`config.mk`:
```
export PLATFORM = sky130hd
export DESIGN_NAME = keypad_field_writer_flat
export DESIGN_NICKNAME = d
export VERILOG_FILES = /design/src/rtl/keypad_field_writer_if.sv /design/src/rtl/keypad_field_writer.sv /design/src/flat_wrapper.sv
export SDC_FILE = /design/constraint.sdc
export NUM_CORES = 1
export LEC_CHECK = 0
export CELL_PAD_IN_SITES_DETAIL_PLACEMENT = 1
export CELL_PAD_IN_SITES_GLOBAL_PLACEMENT = 1
export CORE_ASPECT_RATIO = 0.5
export CORE_UTILIZATION = 41
export DETAILED_ROUTE_END_ITERATION = 16
export PLACE_DENSITY_LB_ADDON = 0.1
export SLEW_MARGIN = 10
export SYNTH_ARGS = -nofsm -noshare
export SYNTH_HDL_FRONTEND = slang
export SYNTH_SLANG_ARGS = --single-unit
export TNS_END_PERCENT = 5
```
`constraint.sdc`:
```
create_clock -name CLOCK_50 -period 4.05 [get_ports CLOCK_50]
set_input_delay 0.81 -clock CLOCK_50 [delete_from_list [all_inputs] [get_ports CLOCK_50]]
set_output_delay 0.81 -clock CLOCK_50 [all_outputs]
set_load 0.03 [all_outputs]
```
`src/rtl/keypad_field_writer_if.sv`:
```
// Field handshake between the keypad writer and its consumer, plus the live
// entry buffer for the display.
interface keypad_field_writer_if;
  logic [15:0] VALOR;
  logic [2:0]  CAMPO;
  logic        VALID;
  logic        READY;
  logic        DONE;
  logic [15:0] DIGITOS;

  modport master (output VALOR, CAMPO, VALID, DONE, DIGITOS, input READY);
  modport slave  (input VALOR, CAMPO, VALID, DONE, DIGITOS, output READY);
endinterface

```
`src/rtl/keypad_field_writer.sv`:
```
// Debounced keypad entry of up to four BCD digits per field; offers each
// completed field over a valid/ready handshake until NUM_FIELDS are sent.
module keypad_field_writer #(
  parameter int DEBOUNCE_CYCLES = 16,
  parameter int NUM_FIELDS      = 7
) (
  input  logic        CLOCK_50,
  input  logic        RESET,
  input  logic [11:0] IO,
  keypad_field_writer_if.master bus
);
  localparam int CW = $clog2(DEBOUNCE_CYCLES + 1);

  typedef enum logic [1:0] {ENTRY, OFFER, FINISHED} state_t;

  logic [11:0]   sync1, sync2, cand, stable, stable_d;
  logic [CW-1:0] cnt;
  logic [11:0]   rise;
  logic          ev_clear, ev_next, ev_digit;
  logic [3:0]    dval;

  state_t        state;
  logic [15:0]   valor, digitos;
  logic [2:0]    campo, ndig;
  logic          valid, done;

  // cnt is the number of identical samples seen so far, including the current cand
  always_ff @(posedge CLOCK_50 or posedge RESET) begin
    if (RESET) begin
      sync1    <= '0;
      sync2    <= '0;
      cand     <= '0;
      cnt      <= '0;
      stable   <= '0;
      stable_d <= '0;
    end else begin
      sync1    <= IO;
      sync2    <= sync1;
      stable_d <= stable;
      if (sync2 != cand) begin
        cand <= sync2;
        cnt  <= CW'(1);
        if (DEBOUNCE_CYCLES <= 1) stable <= sync2;
      end else if (cnt >= CW'(DEBOUNCE_CYCLES - 1)) begin
        stable <= cand;
      end else begin
        cnt <= cnt + 1'b1;
      end
    end
  end

  always_comb begin
    rise     = stable & ~stable_d;
    ev_clear = rise[11];
    ev_next  = !rise[11] && rise[10];
    // an ambiguous chord of digits is dropped rather than guessed
    ev_digit = !rise[11] && !rise[10] && (|rise[9:0]) &&
               ($countones(stable[9:0]) == 1);
    dval = 4'd0;
    for (int i = 0; i < 10; i++)
      if (rise[i]) dval = 4'(i);
  end

  always_ff @(posedge CLOCK_50 or posedge RESET) begin
    if (RESET) begin
      state   <= ENTRY;
      valor   <= '0;
      digitos <= '0;
      campo   <= '0;
      ndig    <= '0;
      valid   <= 1'b0;
      done    <= 1'b0;
    end else if (ev_clear) begin
      state   <= ENTRY;
      valor   <= '0;
      digitos <= '0;
      campo   <= '0;
      ndig    <= '0;
      valid   <= 1'b0;
      done    <= 1'b0;
    end else begin
      case (state)
        ENTRY: begin
          if (ev_next) begin
            valor <= digitos;
            valid <= 1'b1;
            state <= OFFER;
          end else if (ev_digit && ndig < 3'd4) begin
            digitos <= {digitos[11:0], dval};
            ndig    <= ndig + 1'b1;
          end
        end
        OFFER: begin
          if (valid && bus.READY) begin
            valid   <= 1'b0;
            digitos <= '0;
            ndig    <= '0;
            if (campo == 3'(NUM_FIELDS - 1)) begin
              done  <= 1'b1;
              state <= FINISHED;
            end else begin
              campo <= campo + 1'b1;
              state <= ENTRY;
            end
          end
        end
        FINISHED: begin
          if (ev_next) begin
            campo <= '0;
            done  <= 1'b0;
            state <= ENTRY;
          end
        end
        default: state <= ENTRY;
      endcase
    end
  end

  assign bus.VALOR   = valor;
  assign bus.CAMPO   = campo;
  assign bus.VALID   = valid;
  assign bus.DONE    = done;
  assign bus.DIGITOS = digitos;
endmodule

```
`src/flat_wrapper.sv`:
```
// flat-port wrapper written by rule: the top's interface ports become plain ports
module keypad_field_writer_flat 
#(
  parameter int DEBOUNCE_CYCLES = 16,
  parameter int NUM_FIELDS      = 7
)
  (CLOCK_50, RESET, IO, bus_VALOR, bus_CAMPO, bus_VALID, bus_DONE, bus_DIGITOS, bus_READY);
  keypad_field_writer_if bus_i ();
  input  logic CLOCK_50;
  input  logic RESET;
  input  logic [11:0] IO;
  output wire logic [$bits(bus_i.VALOR)-1:0] bus_VALOR;
  output wire logic [$bits(bus_i.CAMPO)-1:0] bus_CAMPO;
  output wire logic [$bits(bus_i.VALID)-1:0] bus_VALID;
  output wire logic [$bits(bus_i.DONE)-1:0] bus_DONE;
  output wire logic [$bits(bus_i.DIGITOS)-1:0] bus_DIGITOS;
  input wire logic [$bits(bus_i.READY)-1:0] bus_READY;
  assign bus_VALOR = bus_i.VALOR;
  assign bus_CAMPO = bus_i.CAMPO;
  assign bus_VALID = bus_i.VALID;
  assign bus_DONE = bus_i.DONE;
  assign bus_DIGITOS = bus_i.DIGITOS;
  assign bus_i.READY = bus_READY;
  keypad_field_writer #(.DEBOUNCE_CYCLES(DEBOUNCE_CYCLES), .NUM_FIELDS(NUM_FIELDS)) u_core (.CLOCK_50(CLOCK_50), .RESET(RESET), .IO(IO), .bus(bus_i));
endmodule
```
# Yosys cells after proc, flatten, opt, wreduce, memory -nomap -nowiden
# Index checks and enable logic that the tools add are counted.
# totals
word_cells,108
regBits,107
inputBits,15
# op_classes
eq_ne,13
reduce_logical,21
muxes,44
bitwise,3
order_cmp,2
addsub,12
# op_table
operator,n
32-bit adder,4
16-bit 2-to-1 mux,7
3-bit 2-to-1 mux,12
32-bit by 2-bit equality test with 1-bit output (second input constant),1
16-bit case mux with 2 select lines,1
3-bit by 1-bit inequality test with 1-bit output (second input constant),5
2-bit 2-to-1 mux,7
12-bit bitwise AND,1
12-bit inequality test,1
12-bit inverter,1
3-bit case mux with 2 select lines,2
4-bit AND reduction,3
1-bit by 1-bit adder with 2-bit output,5
5-bit 2-to-1 mux,2
10-bit OR reduction,1
1-bit 2-to-1 mux,8
4-bit 2-to-1 mux,2
3-bit by 1-bit adder with 3-bit output (second input constant),2
1-bit logical AND,6
3-bit by 2-bit inequality test with 1-bit output (second input constant),2
2-bit case mux with 3 select lines,1
3-bit AND reduction,2
3-bit nonzero test,2
5-bit by 1-bit adder with 5-bit output (second input constant),1
other kinds (12),16

# Depth between registers and ports, before layout
# Gate-level depths: netlist of run 1.
# depth
ltp_word,15
ltp_mapped,14

# Worst setup path after synthesis of run 1
# Ideal clock, no wire load.
# synth_timing
path_kind,reg-to-reg
start,register u_core.stable[0]
end,register u_core.digitos[0] (netlist: u_core.bus.DIGITOS[0])
setup_time_ps,125
arrival_time_ps,3648
path_buffers,0
stages_incl_launch_ff,14
slack_ps,277
period_less_slack_ps,3773
required_ps,3925
cell_sequence,dfrtp_1 ha_1 inv_1 fa_1 fa_1 inv_1 fa_1 inv_1 fa_1 and4bb_1 nand3_1 nor3_2 o21ai_4 mux2_4
# synth_between
elab_chain_len,9
word_cells_on_any_way,12
# synth_lines
element,line,source
from (decl),keypad_field_writer.sv:16,"logic [11:0] sync1, sync2, cand, stable, stable_d;"
from (signal assigned),keypad_field_writer.sv:43,if (DEBOUNCE_CYCLES <= 1) stable <= sync2;
from (signal assigned),keypad_field_writer.sv:45,stable <= cand;
1-bit by 1-bit adder with 2-bit output (not written as such),keypad_field_writer.sv:58,($countones(stable[9:0]) == 1);
32-bit adder (not written as such) (3 in series),keypad_field_writer.sv:58,
32-bit by 2-bit equality test with 1-bit output,keypad_field_writer.sv:58,
1-bit logical AND (*),keypad_field_writer.sv:57,ev_digit = !rise[11] && !rise[10] && (|rise[9:0]) &&
1-bit logical AND (*),keypad_field_writer.sv:88,end else if (ev_digit && ndig < 3'd4) begin
3-bit by 1-bit inequality test with 1-bit output (no line) (*),n/a,
4-bit AND reduction (no line) (*),n/a,
to (signal assigned),keypad_field_writer.sv:89,"digitos <= {digitos[11:0], dval};"
to (decl),keypad_field_writer.sv:23,"logic [15:0] valor, digitos;"
# Every way passes the cells marked *; elsewhere a longest branch is shown, timed or not.
# A chain may end at the register's enable or synchronous reset.

# Worst setup path in the final report of run 1
# layout_timing
start,register u_core.stable[0]
end,register u_core.digitos[12] (netlist: u_core.bus.DIGITOS[12])
# Same word-level chain as after synthesis.

==> results of run 1 <==
-- worst paths after layout --
path / slack (ns) / start / end
hold / removal: 0.35 / u_core.sync1[4] / u_core.sync2[4]
min in group asynchronous: 0.96 / RESET / u_core.sync1[11]
hold reg to reg: 0.35 / u_core.sync1[4] / u_core.sync2[4]
setup reg to reg: 0.11 / u_core.stable[0] / u_core.bus.DIGITOS[12]
max in group asynchronous: 2.38 / RESET / u_core.stable_d[4]
setup / recovery: 0.11 / u_core.stable[0] / u_core.bus.DIGITOS[12]
-- metal layers --
metal / vias up / wire (um) / global-route usage, %
met4: 0 / 114 / 5.05
met2: 57 / 4780 / 30.2
met1: 1430 / 4140 / 22.2
met5: - / 0 / 0
li1: 1343 / - / -
met3: 13 / 392 / 4.94
-- layout make-up --
| cell class | count | area [sq um] |
|---|---|---|
| fill | 1084 | 4910 |
| sequential | 107 | 2680 |
| multi-input combinational | 219 | 1700 |
| timing repair buffer | 63 | 661 |
| clock buffer | 9 | 225 |
| tap | 140 | 175 |
| inverter | 30 | 115 |
| clock inverter | 7 | 78.8 |
-- metrics by stage --
step / power, mW / area, sq um / utilization (%)
3_3_place_gp: 1.38 / 5210 / 49.5
4_1_cts: 2.27 / 5520 / 52.3
2_1_floorplan: 1.30 / 4600 / -
3_5_place_dp: 1.40 / 5210 / 49.5
5_1_grt: 2.34 / 5630 / 53.4
6_report: 2.24 / 5630 / 53.4
-- what timing repair did --
| action | in CTS | in global routing |
|---|---|---|
| buffers inserted | 0 | 8 |
| hold endpoints to repair | 0 | 0 |
| resized for setup | 0 | 1 |
| setup endpoints to repair | 0 | 9 |
-- flip-flops by register name, summed over array words and instances, names as in the netlist --
name / count
u_core.state: 2
u_core.bus.DONE: 1
u_core.stable: 12
u_core.sync2: 12
u_core.bus.DIGITOS: 16
u_core.bus.VALID: 1
u_core.bus.VALOR: 16
u_core.sync1: 12
u_core.cand: 12
u_core.bus.CAMPO: 3
u_core.cnt: 5
u_core.stable_d: 12
u_core.ndig: 3
-- worst reg2reg max path: stages (launching register included) --
cell       delay (ns)
dfrtp_1          0.41
ha_1             0.29
inv_1            0.05
fa_1             0.51
fa_1             0.51
inv_1            0.06
fa_2             0.37
inv_1            0.09
fa_1             0.41
and4bb_1         0.20
nand3_1          0.11
nor3_2           0.06
o21ai_4          0.26
clkbuf_16        0.21
mux2_4           0.29
-- power by group --
part	switching (mW)	leakage [nW]	internal, mW	total [mW]
combinational	0.131	1.21	0.0913	0.222
sequential	0.0387	1.37	1.11	1.15
clock	0.426	0.148	0.440	0.865
-- cells by family after synthesis --
kind of cell,synth area share [%]
AO/OA/AOI/OAI,5.52
XOR/XNOR,2.48
adder cells (fa/ha/maj),6.69
buffers and inverters,4.93
flip-flops,58.2
multiplexers,9.09
AND/OR/NAND/NOR,13.1
-- cell usage after synthesis, types with 2 or more instances --
library cell | count | area share, %
nand3_1 | 5 | 0.54
inv_1 | 30 | 2.4
ha_1 | 15 | 4.1
or2_2 | 3 | 0.41
nor3_1 | 3 | 0.33
nand2b_1 | 4 | 0.54
xor2_1 | 13 | 2.5
buf_6 | 2 | 0.49
nor2_1 | 23 | 1.9
nand2_1 | 52 | 4.2
nor2b_1 | 9 | 1.2
nor4_2 | 2 | 0.54
nand4_2 | 2 | 0.54
mux2_4 | 19 | 6.2
o21ai_1 | 2 | 0.22
a31oi_1 | 2 | 0.27
a21oi_1 | 20 | 2.2
and3_1 | 2 | 0.27
mux2i_1 | 11 | 2.4
mux2_2 | 2 | 0.49
clkbuf_1 | 19 | 1.6
nor4_4 | 2 | 0.93
fa_1 | 6 | 2.6
dfrtp_1 | 107 | 58
==> summary.md, run 1 <==
| Metric | Value |
|---|---|
| Die ar. | `11700 sq um` |
| Hold-fix buffers, CTS | `0` |
| Synth cell types | `47` |
| CP Buf/Inv Count | `4` |
| Number of antenna violations at the first check in global routing | `0` |
| Slew Viols, Final | `0` |
| Core box area | `10500 sq um` |
| Syn-to-layout area delta | `22.4%` |
| Top_reg_cell synth | `dfrtp_1` |
| CTS Buf Count | `9` |
| Synthesized cell area | `4600 sq um` |
| Yosys Warn Count | `0` |
| Setup TNS | `0 ns` |
| Fraction of layout cells with a size suffix above 1 | `14.9%` |
| Setup Crit Path Kind | `reg2reg` |
| Avg Synthesized Cell Area | `12.2 sq um` |
| CP max stage delay | `0.51 ns` |
| Post-Place Cells | `549` |
| Die H | `76.9 um` |
| Pwr dens | `397 nW/um^2` |
| Worst path cell trace | `ha_1 -> inv_1 -> fa_1 -> fa_1 -> inv_1 -> fa_2 -> inv_1 -> fa_1 -> and4bb_1 -> nand3_1 -> nor3_2 -> o21ai_4 -> clkbuf_16 -> mux2_4` |
| Grt ovf | `0` |
| Maximum vdd drop | `0.000202 V` |
| Pin count of the biggest net entering global routing | `69` |
| Leak | `2.73 nW` |
| CP top delay family | `adder cells` |
| Initial DRC count | `77` |
| Worst slew pin tran | `1.13 ns` |
| Residual DRC count | `0` |
| Post-synth ARST share | `100%` |
| Final Non-Filler Cells | `575` |
| H-tree depth | `3` |
| Dpl ws | `0.0962 ns` |
| RD Place Congestion | `0.803` |
| Critical Path RT | `4.29 ns` |
| Post-detail-place hpwl | `6750 um` |
| Via count | `2843` |
| # rows | `26` |
| CP max stage cell | `fa_1` |
| Max_cap viols | `0` |
| CTS tree | `yes` |
| Overall Global Routing Usage | `17.8%` |
| Depth of the most critical reg-to-reg path | `14` |
| DR vias/cell | `4.94` |
| Hold path cells | `0` |
| Number of synthesized register bits | `107` |
| Max Clock Freq | `0.254 GHz` |
| Avg WL per Cell | `16.4 um` |
| Relative slew slack | `24.2%` |
| Setup WS post-layout | `0.110 ns` |
| Remaining antenna violation count after routing | `0` |
| First-pass GRT wire length | `15700 um` |
| Hold_ws | `0.353 ns` |
| Clock latency at the later pin of the worst-skew pair | `0.35 ns` |
| Clock sinks | `107` |
| Post-Route Skew | `0.00747 ns` |
| Commonest non-fill, non-tap cell in the layout | `dfrtp_1` |
| Clock root buffer master | `clkbuf_16` |
| Most frequent cells in the layout | `dfrtp_1 (107), nand2_1 (52), clkdlybuf4s50_1 (51)` |
| Hold Vio Cnt, Final | `0` |
| HP Class | `reg2reg` |
| Die width | `152 um` |
| Crit. path cell count | `14` |
| Critical Path AT | `4.18 ns` |
| Syn_nets | `414` |
| Clock period minus worst slack | `3.94 ns` |
| Crit path max fanout | `4` |
| Syn Inst Count | `378` |
| Clock Tree Buf Depth | `2` |
| Final-stage net count | `466` |
| Vias in the first global route | `3059` |
| IO Pins | `52` |
| Crit. End Element | `flop` |
| Post-synthesis sequential area ratio | `58.2%` |
| IO buf count | `51` |
| Tcrit/Tclk final | `97.3%` |
| Post-synth EDFFs | `0` |
| Starting Density | `43.6%` |
| Run status | `finished clean` |
| TritonRoute pass-1 iters | `4` |
| Setup Viol. Count Final | `0` |
| Antenna diode count | `0` |
| Worst-path clk slew | `0.08 ns` |
| Crit path launch type | `flop` |
| WL final | `9440 um` |
Note: power is estimated with default switching activity, not from simulation.
==> inputs of run 2 (changes only) <==
--- a/config.mk
+++ b/config.mk
@@ -5,12 +5,11 @@
 export SDC_FILE = /design/constraint.sdc
 export NUM_CORES = 1
 export LEC_CHECK = 0
-export CELL_PAD_IN_SITES_DETAIL_PLACEMENT = 1
-export CELL_PAD_IN_SITES_GLOBAL_PLACEMENT = 1
 export CORE_ASPECT_RATIO = 0.5
-export CORE_UTILIZATION = 41
+export CORE_UTILIZATION = 45
 export DETAILED_ROUTE_END_ITERATION = 16
-export PLACE_DENSITY_LB_ADDON = 0.1
+export MAX_ROUTING_LAYER = met4
+export PLACE_DENSITY = 0.69
 export SLEW_MARGIN = 10
 export SYNTH_ARGS = -nofsm -noshare
 export SYNTH_HDL_FRONTEND = slang
==> run 2 against run 1 <==
Against the previous run: wire length fell by 18%; sequential power barely moved; global-route usage fell by 1.3 points; flip-flop and latch count did not move; sequential share of layout area fell by 0.22 points; critical path depth did not move; core utilization rose by 5.1 points; fmax rose by 1.9%; combinational power fell by 3%; worst hold slack got worse by 0.0041 ns; highest routed layer unchanged.
==> summary.md, run 2 (synthesis gave the netlist of run 1 again) <==
| Metric | Value |
|---|---|
| Max_cap viols | `0` |
| Clock sinks | `107` |
| IO Pins | `52` |
| Core box area | `9670 sq um` |
| Number of antenna violations at the first check in global routing | `0` |
| Initial DRC count | `142` |
| Syn-to-layout area delta | `23.0%` |
| Run status | `finished clean` |
| Setup Crit Path Kind | `reg2reg` |
| Maximum vdd drop | `0.000200 V` |
| IO buf count | `51` |
| Dpl ws | `0.192 ns` |
| Relative slew slack | `45.3%` |
| Reg area | `2680 sq um` |
| Post-layout util | `58.5%` |
| Tcrit/Tclk final | `95.5%` |
| Crit. End Element | `flop` |
| Clock latency at the later pin of the worst-skew pair | `0.35 ns` |
| Vias in the first global route | `2678` |
| Max Clock Freq | `0.259 GHz` |
| Clock Tree Buf Depth | `2` |
| HP Class | `reg2reg` |
| # rows | `25` |
| Hold-fix buffers, CTS | `0` |
| Most frequent cells in the layout | `dfrtp_1 (107), nand2_1 (52), clkdlybuf4s50_1 (51)` |
| Pin count of the biggest net entering global routing | `71` |
| Starting Density | `47.6%` |
| Crit path max fanout | `4` |
| Avg WL per Cell | `13.4 um` |
| Setup Viol. Count Final | `0` |
| Die ar. | `10700 sq um` |
| Setup WS post-layout | `0.182 ns` |
| DR vias/cell | `4.80` |
| Post-Place Cells | `545` |
| Area of the multi-input gates | `1700 sq um` |
| Pwr dens | `394 nW/um^2` |
| H-tree depth | `3` |
| Slew Viols, Final | `0` |
| Remaining antenna violation count after routing | `0` |
| Clock period minus worst slack | `3.87 ns` |
| Worst slew pin tran | `0.820 ns` |
| Setup TNS | `0 ns` |
| WL final | `7710 um` |
| Worst-path clk slew | `0.08 ns` |
| CTS Buf Count | `9` |
| Post-detail-place hpwl | `5130 um` |
| Clock root buffer master | `clkbuf_16` |
| Crit path launch type | `flop` |
| Grt ovf | `0` |
| TritonRoute pass-1 iters | `4` |
| Via count | `2759` |
| Residual DRC count | `0` |
| Die H | `73.5 um` |
| Post-Route Skew | `0.00696 ns` |
| Die width | `145 um` |
| Fillcell total | `784` |
| Final Non-Filler Cells | `575` |
| Critical Path RT | `4.29 ns` |
| First-pass GRT wire length | `13000 um` |
| Critical Path AT | `4.11 ns` |
| Overall Global Routing Usage | `16.6%` |
| Hold_ws | `0.349 ns` |
| Hold Vio Cnt, Final | `0` |
| Commonest non-fill, non-tap cell in the layout | `dfrtp_1` |
| Fraction of layout cells with a size suffix above 1 | `16.4%` |
| RD Place Congestion | `0.771` |
| CTS tree | `yes` |
| Antenna diode count | `0` |
| Leak | `2.75 nW` |
| Final-stage net count | `471` |
[run 2: worst max-delay path: stages (launching register included)]
cell and delay, ns:
dfrtp_1 0.41, ha_1 0.30, inv_1 0.07, fa_1 0.43, fa_1 0.51, inv_1 0.05
fa_1 0.42, inv_2 0.07, fa_1 0.39, and4bb_1 0.21, nand3_2 0.09, nor3_2 0.06
o21ai_4 0.25, clkbuf_16 0.20, mux2_4 0.29
[run 2: where the power goes]
part / switching (mW) / internal (mW) / leakage (nW)
combinational: 0.125 / 0.0896 / 1.23
clock: 0.429 / 0.439 / 0.149
sequential: 0.0353 / 1.11 / 1.37
total: 0.589 / 1.64 / 2.75
[run 2: timing repair]
action | 4_1_cts | 5_1_grt
endpoints found under the setup margin | 0 | 8
gates resized for setup | 0 | 2
buffers inserted | 0 | 12
endpoints found under the hold margin | 0 | 0
[run 2: routing by layer]
layer | vias up | part of all wire (%) | global-route usage (%) | routed length (um)
li1 | 1358 | - | - | -
met5 | - | 0 | - | 0
met2 | 54 | 44 | 24.8 | 3360
met1 | 1335 | 51 | 21.4 | 3920
met4 | 0 | 1.7 | 6.15 | 128
met3 | 12 | 3.9 | 5.09 | 302
[run 2: final timing paths]
check	start	to	slack [ns]	depth (start not counted)
max	u_core.stable[4]	u_core.bus.DIGITOS[0]	0.18	14
min	u_core.sync1[11]	u_core.sync2[11]	0.35	0
max reg2reg	u_core.stable[4]	u_core.bus.DIGITOS[0]	0.18	14
min reg2reg	u_core.sync1[11]	u_core.sync2[11]	0.35	0
max in group asynchronous	RESET	u_core.bus.DIGITOS[6]	2.29	3
min in group asynchronous	RESET	u_core.stable[11]	0.97	2
[run 2: through the flow]
| stage | cell area, sq um | power, mW |
|---|---|---|
| 2_1_floorplan | 4600 | 1.30 |
| 3_3_place_gp | 5200 | 1.38 |
| 3_5_place_dp | 5200 | 1.38 |
| 4_1_cts | 5510 | 2.26 |
| 5_1_grt | 5660 | 2.32 |
| 6_report | 5660 | 2.23 |
[run 2: cell type report]
cell class / instances / share of cell area [%]
Inverter: 30 / 2.04
Clock buffer: 9 / 3.98
Timing Repair Buffer: 68 / 12.1
Sequential cell: 107 / 47.3
Clock inverter: 7 / 1.44
Tap cell: 135 / 2.99
Multi-Input combinational cell: 219 / 30.1
==> inputs of run 3 (changes only) <==
--- a/config.mk
+++ b/config.mk
@@ -10,6 +10,7 @@
 export DETAILED_ROUTE_END_ITERATION = 16
 export MAX_ROUTING_LAYER = met4
 export PLACE_DENSITY = 0.69
+export REMOVE_ABC_BUFFERS = 1
 export SLEW_MARGIN = 10
 export SYNTH_ARGS = -nofsm -noshare
 export SYNTH_HDL_FRONTEND = slang
==> run 3 against run 2 <==
Against the previous run: worst hold slack improved by 0.0028 ns; clock power rose by 12%; global-route usage fell by 0.37 points; critical path depth did not move; fmax fell by 0.20%; largest cell class unchanged; highest routed layer unchanged.
==> summary.md, run 3 (synthesis gave the netlist of run 1 again) <==
| Metric | Value |
|---|---|
| Run status | `finished clean` |
| Worst Setup EP | `u_core.bus.DIGITOS[3]` |
| R2R setup slack | `0.17 ns` |
| Pin count of the biggest net entering global routing | `59` |
| Die ar. | `10700 sq um` |
| Pwr dens | `411 nW/um^2` |
| CP max stage delay | `0.51 ns` |
| Clock period minus worst slack | `3.88 ns` |
| Commonest non-fill, non-tap cell in the layout | `dfrtp_1` |
| Sequential fraction of design power | `49.1%` |
| Relative slew slack | `49.2%` |
| Starting Density | `47.6%` |
| Dpl ws | `0.173 ns` |
| Initial DRC count | `104` |
| Setup WS post-layout | `0.174 ns` |
| H-tree depth | `3` |
| Switching share of power | `24.5%` |
| Reg-to-Reg Start | `u_core.stable[4]` |
| Worst path cell trace | `ha_1 -> inv_1 -> fa_1 -> fa_1 -> inv_1 -> fa_2 -> inv_1 -> fa_1 -> and4bb_1 -> nand3_1 -> nor3_2 -> o21ai_4 -> clkbuf_16 -> mux2_4` |
| Fraction of layout cells with a size suffix above 1 | `15.3%` |
| Clock Tree Buf Depth | `2` |
| Sw power | `572 uW` |
| Combinational share of power | `9.2%` |
| WL final | `7640 um` |
| Core box area | `9670 sq um` |
| Total power | `2.33 mW` |
| RD Place Congestion | `0.809` |
| Remaining antenna violation count after routing | `0` |
| CP top delay family | `adder cells` |
| Worst-path clk slew | `0.08 ns` |
| Worst reg2reg endpoint | `u_core.bus.DIGITOS[3]` |
| Tcrit/Tclk final | `95.7%` |
| Crit path max fanout | `5` |
| Crit. path cell count | `14` |
| Max Clock Freq | `0.258 GHz` |
| Max_cap viols | `0` |
| Slew Viols, Final | `0` |
| Crit path launch type | `flop` |
| Grt ovf | `0` |
| Setup TNS | `0 ns` |
| Syn-to-layout area delta | `23.4%` |
| Final-stage net count | `468` |
| Leak | `2.76 nW` |
| Die H | `73.5 um` |
| Depth of the most critical reg-to-reg path | `14` |
| DR vias/cell | `4.73` |
| Die width | `145 um` |
| HP Class | `reg2reg` |
| Via count | `2703` |
| Critical Path AT | `4.12 ns` |
| Internal power | `1.76 mW` |
| CTS Buf Count | `9` |
| Most frequent cells in the layout | `dfrtp_1 (107), nand2_1 (52), clkdlybuf4s50_1 (51)` |
| Hold-fix buffers, CTS | `0` |
| Hold Vio Cnt, Final | `0` |
| TritonRoute pass-1 iters | `4` |
| Clock sinks | `107` |
| Residual DRC count | `0` |
| Overall Global Routing Usage | `16.2%` |
| Post-Route Skew | `0.00929 ns` |
| Worst slew pin tran | `0.760 ns` |
| Vias in the first global route | `2641` |
| IO buf count | `51` |
| Worst setup path startpoint | `u_core.stable[4]` |
| Antenna diode count | `0` |
| Post-layout util | `58.7%` |
| CTS tree | `yes` |
| Avg WL per Cell | `13.4 um` |
| # rows | `25` |
| Setup Viol. Count Final | `0` |
| Maximum vdd drop | `0.000223 V` |
| Critical Path RT | `4.29 ns` |
| CP max stage cell | `fa_1` |
| Fillcell total | `781` |
| Number of antenna violations at the first check in global routing | `0` |
| Crit. End Element | `flop` |
| Clock latency at the later pin of the worst-skew pair | `0.35 ns` |
| Post-detail-place hpwl | `5000 um` |
| CP Buf/Inv Count | `4` |
| IO Pins | `52` |
| Clock root buffer master | `clkbuf_16` |
| First-pass GRT wire length | `12700 um` |
| Clock share of power | `41.7%` |
| Setup Crit Path Kind | `reg2reg` |
## run 3: per-stage QoR
step | instance area, sq um | std cells | hold slack (ns)
2_1_floorplan | 4480 | 356 | 0.331
4_1_cts | 5560 | 561 | 0.353
3_5_place_dp | 5210 | 545 | 0.336
6_report | 5680 | 572 | 0.351
3_3_place_gp | 5210 | 545 | 0.332
5_1_grt | 5680 | 572 | 0.352
## run 3: power groups by stage
| stage | Clock [mW] | Combinational, mW | Sequential, mW |
|---|---|---|---|
| after global routing | 1.04 | 0.238 | 1.15 |
| after detailed placement | 0 | 0.219 | 1.17 |
| final | 0.972 | 0.215 | 1.15 |
| after floorplan | 0 | 0.0916 | 1.20 |
| after global placement | 0 | 0.213 | 1.17 |
| after CTS | 1.00 | 0.218 | 1.15 |
## run 3: worst min path at each step
stage                                from               to  slack, ns  cells after the start
after floorplan           u_core.sync1[0]  u_core.sync2[0]       0.33                      0
after global placement    u_core.sync1[5]  u_core.sync2[5]       0.33                      0
after detailed placement  u_core.sync1[7]  u_core.sync2[7]       0.34                      0
after CTS                 u_core.sync1[6]  u_core.sync2[6]       0.35                      0
after global routing      u_core.sync1[6]  u_core.sync2[6]       0.35                      0
final                     u_core.sync1[8]  u_core.sync2[8]       0.35                      0
## run 3: layer usage
metal | GRT usage (%) | wire length (um) | vias up
li1 | - | - | 1353
met1 | 20.7 | 3770 | 1292
met4 | 4.96 | 96 | 0
met2 | 24.7 | 3500 | 50
met5 | - | 0 | -
met3 | 5.34 | 273 | 8
## run 3: layout make-up
| class | instances | area, sq um | share of cell area, % |
|---|---|---|---|
| clock inverter | 7 | 116 | 2.05 |
| tap | 135 | 169 | 2.98 |
| inverter | 30 | 115 | 2.03 |
| sequential | 107 | 2680 | 47.2 |
| clock buffer | 9 | 225 | 3.97 |
| timing repair buffer | 65 | 676 | 11.9 |
| multi-input combinational | 219 | 1700 | 29.9 |
## run 3: worst reg2reg max path, delay by kind of cell (launching register included)
family	cells	cell delay, ns
AOI/OAI and AO/OA	1	0.25
and+or+nand+nor	3	0.36
adders and majority gates	5	2.07
DFF	1	0.41
buffers and inverters	4	0.39
muxes	1	0.29
## run 3: what timing repair did
action	CTS	global route
gates resized for setup	0	1
buffers inserted	0	9
setup endpoints to repair	0	8
